`src/rtl/conware_pkg.sv`:
```
// Shared definitions for the conware stream datapath: default geometry, width helper,
// slot-select constants and the row-close classification.
package conware_pkg;

  localparam int unsigned DEF_DWIDTH = 32;
  localparam int unsigned DEF_WIDTH  = 8;
  localparam int unsigned DEF_HEIGHT = 8;

  localparam logic SLOT0 = 1'b0;
  localparam logic SLOT1 = 1'b1;

  // Why a row closed; anything other than CloseNormal is a TLAST framing error.
  typedef enum logic [1:0] {
    CloseNormal,
    CloseShortRow,
    CloseShortFrame,
    CloseLongFrame
  } close_kind_e;

  // Counter width that never collapses to zero bits.
  function automatic int unsigned clog2(input int unsigned n);
    int unsigned w;
    w = $clog2(n);
    return (w < 1) ? 1 : w;
  endfunction

endpackage

```
`src/rtl/axis_pix_decode.sv`:
```
// Combinational alive-colour decode of one pixel; shared with the buffer2axis encoder.
// Optional masked compare is enabled by defining CONWARE_COLOR_MASK_EN.
module axis_pix_decode
  import conware_pkg::*;
#(
  parameter int unsigned DWIDTH = DEF_DWIDTH
) (
  input  logic [DWIDTH-1:0] i_tdata,
  input  logic [DWIDTH-1:0] i_alive_color,
`ifdef CONWARE_COLOR_MASK_EN
  input  logic [DWIDTH-1:0] i_color_mask,
`endif
  output logic              o_alive
);

`ifdef CONWARE_COLOR_MASK_EN
  // Only bits selected by the mask take part; an all-zero mask matches every pixel.
  assign o_alive = ((i_tdata & i_color_mask) == (i_alive_color & i_color_mask));
`else
  assign o_alive = (i_tdata == i_alive_color);
`endif

endmodule

```
`src/rtl/axis2rowbuf.sv`:
```
// AXI-Stream pixel deserialiser: packs decoded pixels into double-buffered rows of cells.
// Defining CONWARE_COLOR_MASK_EN adds the color_mask port and a masked colour compare.
module axis2rowbuf
  import conware_pkg::*;
#(
  parameter int unsigned DWIDTH = DEF_DWIDTH,
  parameter int unsigned WIDTH  = DEF_WIDTH,
  parameter int unsigned HEIGHT = DEF_HEIGHT
) (
  input  logic              clk,
  input  logic              rst,
  input  logic [DWIDTH-1:0] alive_color,
`ifdef CONWARE_COLOR_MASK_EN
  input  logic [DWIDTH-1:0] color_mask,
`endif
  input  logic [DWIDTH-1:0] S_AXIS_TDATA,
  input  logic              S_AXIS_TVALID,
  input  logic              S_AXIS_TLAST,
  output logic              S_AXIS_TREADY,
  output logic [WIDTH-1:0]  out_data,
  output logic              out_valid,
  input  logic              out_ready,
  output logic              out_last,
  output logic              frame_err
);

  localparam int unsigned CW = clog2(WIDTH);
  localparam int unsigned RW = clog2(HEIGHT);
  localparam logic [CW-1:0] COL_LAST = CW'(WIDTH - 1);
  localparam logic [RW-1:0] ROW_LAST = RW'(HEIGHT - 1);

  logic [WIDTH-1:0] r_slot [2];
  logic [1:0]       r_full;
  logic [1:0]       r_tag;
  logic             r_wr_sel;
  logic             r_rd_sel;
  logic [CW-1:0]    r_col;
  logic [RW-1:0]    r_row;
  logic             r_frame_err;

  logic             w_alive;
  logic             w_accept;
  logic             w_col_end;
  logic             w_row_end;
  logic             w_close;
  logic             w_tag;
  logic             w_xfer;
  logic [WIDTH-1:0] w_row_next;
  close_kind_e      w_kind;

  axis_pix_decode #(
    .DWIDTH (DWIDTH)
  ) u_decode (
    .i_tdata       (S_AXIS_TDATA),
    .i_alive_color (alive_color),
`ifdef CONWARE_COLOR_MASK_EN
    .i_color_mask  (color_mask),
`endif
    .o_alive       (w_alive)
  );

  assign S_AXIS_TREADY = !r_full[r_wr_sel] && !rst;
  assign w_accept      = S_AXIS_TVALID && S_AXIS_TREADY;
  assign w_col_end     = (r_col == COL_LAST);
  assign w_row_end     = (r_row == ROW_LAST);
  assign w_close       = w_accept && (w_col_end || S_AXIS_TLAST);
  assign w_tag         = S_AXIS_TLAST || w_row_end;

  assign out_valid = r_full[r_rd_sel];
  assign out_data  = r_slot[r_rd_sel];
  assign out_last  = r_tag[r_rd_sel];
  assign frame_err = r_frame_err;
  assign w_xfer    = out_valid && out_ready;

  // Column 0 starts from a cleared row so a short row never carries stale cells.
  always_comb begin
    w_row_next        = (r_col == '0) ? '0 : r_slot[r_wr_sel];
    w_row_next[r_col] = w_alive;
  end

  always_comb begin
    w_kind = CloseNormal;
    if (w_close) begin
      if (S_AXIS_TLAST && !w_col_end) begin
        w_kind = CloseShortRow;
      end else if (S_AXIS_TLAST && !w_row_end) begin
        w_kind = CloseShortFrame;
      end else if (!S_AXIS_TLAST && w_row_end) begin
        w_kind = CloseLongFrame;
      end
    end
  end

  always_ff @(posedge clk) begin
    if (rst) begin
      r_slot[0]   <= '0;
      r_slot[1]   <= '0;
      r_full      <= '0;
      r_tag       <= '0;
      r_wr_sel    <= SLOT0;
      r_rd_sel    <= SLOT0;
      r_col       <= '0;
      r_row       <= '0;
      r_frame_err <= 1'b0;
    end else begin
      r_frame_err <= (w_kind != CloseNormal);

      // Drain and fill never target the same slot: TREADY is low while the write slot is full.
      if (w_xfer) begin
        r_full[r_rd_sel] <= 1'b0;
        r_rd_sel         <= ~r_rd_sel;
      end

      if (w_accept) begin
        r_slot[r_wr_sel] <= w_row_next;
        if (w_close) begin
          r_full[r_wr_sel] <= 1'b1;
          r_tag[r_wr_sel]  <= w_tag;
          r_wr_sel         <= ~r_wr_sel;
          r_col            <= '0;
          r_row            <= w_tag ? '0 : r_row + 1'b1;
        end else begin
          r_col <= r_col + 1'b1;
        end
      end
    end
  end

endmodule

```
`config.mk`:
```
export PLATFORM = sky130hd
export DESIGN_NAME = axis2rowbuf
export DESIGN_NICKNAME = d
export VERILOG_FILES = /design/src/rtl/conware_pkg.sv /design/src/rtl/axis_pix_decode.sv /design/src/rtl/axis2rowbuf.sv
export SDC_FILE = /design/constraint.sdc
export NUM_CORES = 1
export LEC_CHECK = 0
export ABC_CLOCK_PERIOD_IN_PS = 4400
export BUFFER_PORTS_ARGS = -buffer_cell sky130_fd_sc_hd__buf_2
export CORE_MARGIN = 1.5
export CORE_UTILIZATION = 40
export CTS_CLUSTER_DIAMETER = 200
export DETAILED_ROUTE_END_ITERATION = 7
export MAX_ROUTING_LAYER = met4
export PLACE_DENSITY = 0.73
export REMOVE_ABC_BUFFERS = 1
export SLEW_MARGIN = 20
export SYNTH_ARGS = -nofsm -noshare
export SYNTH_HDL_FRONTEND = slang
export SYNTH_SLANG_ARGS = --single-unit
```
`constraint.sdc`:
```
create_clock -name clk -period 4.4 [get_ports clk]
set_clock_uncertainty 0.15 [all_clocks]
set_input_delay 0.88 -clock clk [delete_from_list [all_inputs] [get_ports clk]]
set_output_delay 0.88 -clock clk [all_outputs]
set_load 0.05 [all_outputs]
```
==> impl_metrics.toml <==
[clock_tree]
cts_tree = "done"
cts_max_path_buffers = 2
cts_sinks = 31
root_buffer = "clkbuf_8"
ctsResizeCount = 0
clk_pin_slew_worst_paths_ns = 0.06
ctsHtreeMaxLevel = 2
clk-insertion-delay-late_ns = 0.29
cts_setup_buffers = 0
postCtsHoldBufs = 0
cts_made_buffers = 5

[synthesis]
ys_warn_count = 0
syn_area_per_cell_um2 = 9.53
synth_cells = 227
seq_area_frac_synth_pct = 36.1
synth_seq_cells = 31
synth_area_um2 = 2160
synthDistinctLibCells = 36

[global_route]
antenna_found_initial = 0
grt_pass1_wl_um = 8710
grt-ovfl-total = 0
grt_max_degree = 23
grtUsageTotal_pct = 19.3
grt_pass1_vias = 1944

[worst_setup_path]
r2r_slack_ns = 1.91
cp.arrival_ns = 1.63
critPathMaxFanout = 15
slowest_delay_ns = 0.24
cpLargestDelayFamily = "buffers and inverters"
critPathKind = "in2out"
cp_slowest_cell = "buf_2"
worstPathRequired_ns = 3.37
crit_path_start_kind = "primary input"
cp.buffers_inverters = 3
path_cells = "buf_2, inv_1, and2_1, buf_2"
end_kind = "primary output"
crit_path_frequent_cell = "buf_2"

[sta]
fin_crit_ns = 2.66
rsz0062_at_grt = "no"
drv_slew = 0
finalCritPeriodShare_pct = 60.5
hold_violations = 0
setup_viol = 0
fin_setup_tns_ns = 0
layout_setup_ws_ns = 1.74
max_freq_ghz = 0.376
worst_pin_slew_ns = 0.750
maxSlewHeadroom_pct = 50.0

[min_path]
hold_class = "reg2reg"

[die]
num_rows = 26
die_w_um = 76.5
dieArea_um2 = 5860
start_util_pct = 41.8
io_pins = 81
coreArea_um2 = 5170
die_y_um = 76.5

[finish]
mostFrequentLayoutCells = "buf_2 (80), xnor2_1 (32), nand2_1 (25)"
final_nets = 382
nFillCells = 483
regArea_um2 = 781
finalNonFillerCells = 376
layout_commonest_cell = "buf_2"
antenna_cells = 0
synthToLayoutAreaGrowth_pct = 24.2
drive_gt1_share_pct = 37.9
fin_util_pct = 51.9
post-route-cell-area_um2 = 2690
multi_input_area_um2 = 1310

[detailed_routing]
postRouteAntennaNets = 0
drt_wl_total_um = 5030
num_vias = 1925
drt_first_pass_iters = 4
wire_per_inst_um = 13.4
drc_errors = 0
viasPerCell = 5.12
drt_iter0_markers = 143

[placement]
place_hpwl_um = 3830
place_ws_ns = 1.58
placed_cell_area_um2 = 2610
place_congestion = 0.771
place_inst = 368
port_buffers = 80

[job]
cap_viol_max_count = 0

[power_and_ir_drop]
peakVddDrop_mv = 0.192
powerDensity_nw_per_um2 = 255
p_leak_nw = 1.06

[run_status]
outcome = "finished, final reports clean"
-- state kept, by name, indices dropped and copies added, names as in the netlist, named ones only --
name,count
r_col,3
r_tag,2
frame_err,1
r_rd_sel,1
r_row,3
r_wr_sel,1
r_full,2
r_slot,16
-- logic make-up after synthesis --
logic type                 count (synthesis)  share of synthesized area, %
buffers and inverters                     16                          3.30
DFF                                       31                          36.1
muxes                                     18                          9.08
xor gates and xnor gates                  32                          13.0
AOI/OAI and AO/OA                         44                          15.3
and+or+nand+nor                           78                          18.6
adders and majority gates                  8                          4.63
-- cells in the mapped netlist (all sizes together) --
| library cell | instances | area [um^2] |
|---|---|---|
| xnor2 | 32 | 280 |
| nand2 | 28 | 113 |
| nor2 | 18 | 82.6 |
| edfxtp | 16 | 480 |
| dfxtp | 15 | 300 |
| mux2 | 13 | 146 |
| o21ai | 13 | 65.1 |
| a21oi | 11 | 55.1 |
| nand4 | 10 | 62.6 |
| ha | 8 | 100 |
| o31ai | 8 | 80.1 |
| inv | 7 | 26.3 |
| nand3 | 7 | 35.0 |
| clkbuf | 5 | 18.8 |
| mux2i | 5 | 50.1 |
| a211oi | 4 | 30.0 |
| buf | 4 | 26.3 |
| o41ai | 4 | 65.1 |
| a311oi | 2 | 17.5 |
| and3 | 2 | 13.8 |
| nand2b | 2 | 12.5 |
| nand3b | 2 | 15.0 |
| nor2b | 2 | 12.5 |
| nor3 | 2 | 10.0 |
| nor4 | 2 | 25.0 |
| a22oi | 1 | 7.51 |
| and2 | 1 | 6.26 |
| o221a | 1 | 11.3 |
| or3 | 1 | 6.26 |
| or3b | 1 | 8.76 |
-- layout make-up --
type / count / area share, %
multi-input combinational: 180 / 48.8
inverter: 7 / 0.978
timing repair buffer: 80 / 14.9
sequential: 31 / 29.1
clock buffer: 8 / 2.98
tap: 70 / 3.26
-- worst reg2reg max path, cell delays in order (launching register included) --
cell and delay (ns):
dfxtp_1 0.51, mux2i_1 0.31, nand3_1 0.40, nor2_1 0.49, ha_1 0.26, nor2_1 0.05
a211oi_1 0.23
-- through the flow --
stage	hold slack (ns)	total power, mW
2_1_floorplan	0.297	0.419
3_3_place_gp	0.332	0.473
3_5_place_dp	0.325	0.477
4_1_cts	0.335	0.690
5_1_grt	0.359	0.716
6_report	0.333	0.685
-- path summary, 6_finish.rpt --
path / from / end / cells after the start
max reg2reg: r_wr_sel / r_tag[0] / 6
min: r_row[2] / r_row[2] / 2
max: rst / S_AXIS_TREADY / 4
min reg2reg: r_row[2] / r_row[2] / 2
-- report_power, final --
group / switching, mW / internal (mW) / total, mW
Sequential: 0.0104 / 0.315 / 0.325
Combinational: 0.0805 / 0.0648 / 0.145
Clock: 0.102 / 0.112 / 0.214
-- metal layers --
| layer | routed length [um] | vias to the layer above | part of all wire, % | track usage (%) |
|---|---|---|---|---|
| li1 | - | 979 | - | - |
| met1 | 2140 | 890 | 43 | 22.0 |
| met2 | 2620 | 50 | 52 | 33.3 |
| met3 | 215 | 6 | 4.3 | 4.67 |
| met4 | 55 | 0 | 1.1 | 5.93 |
| met5 | 0 | - | 0 | - |
(Power assumes the default switching activity.)
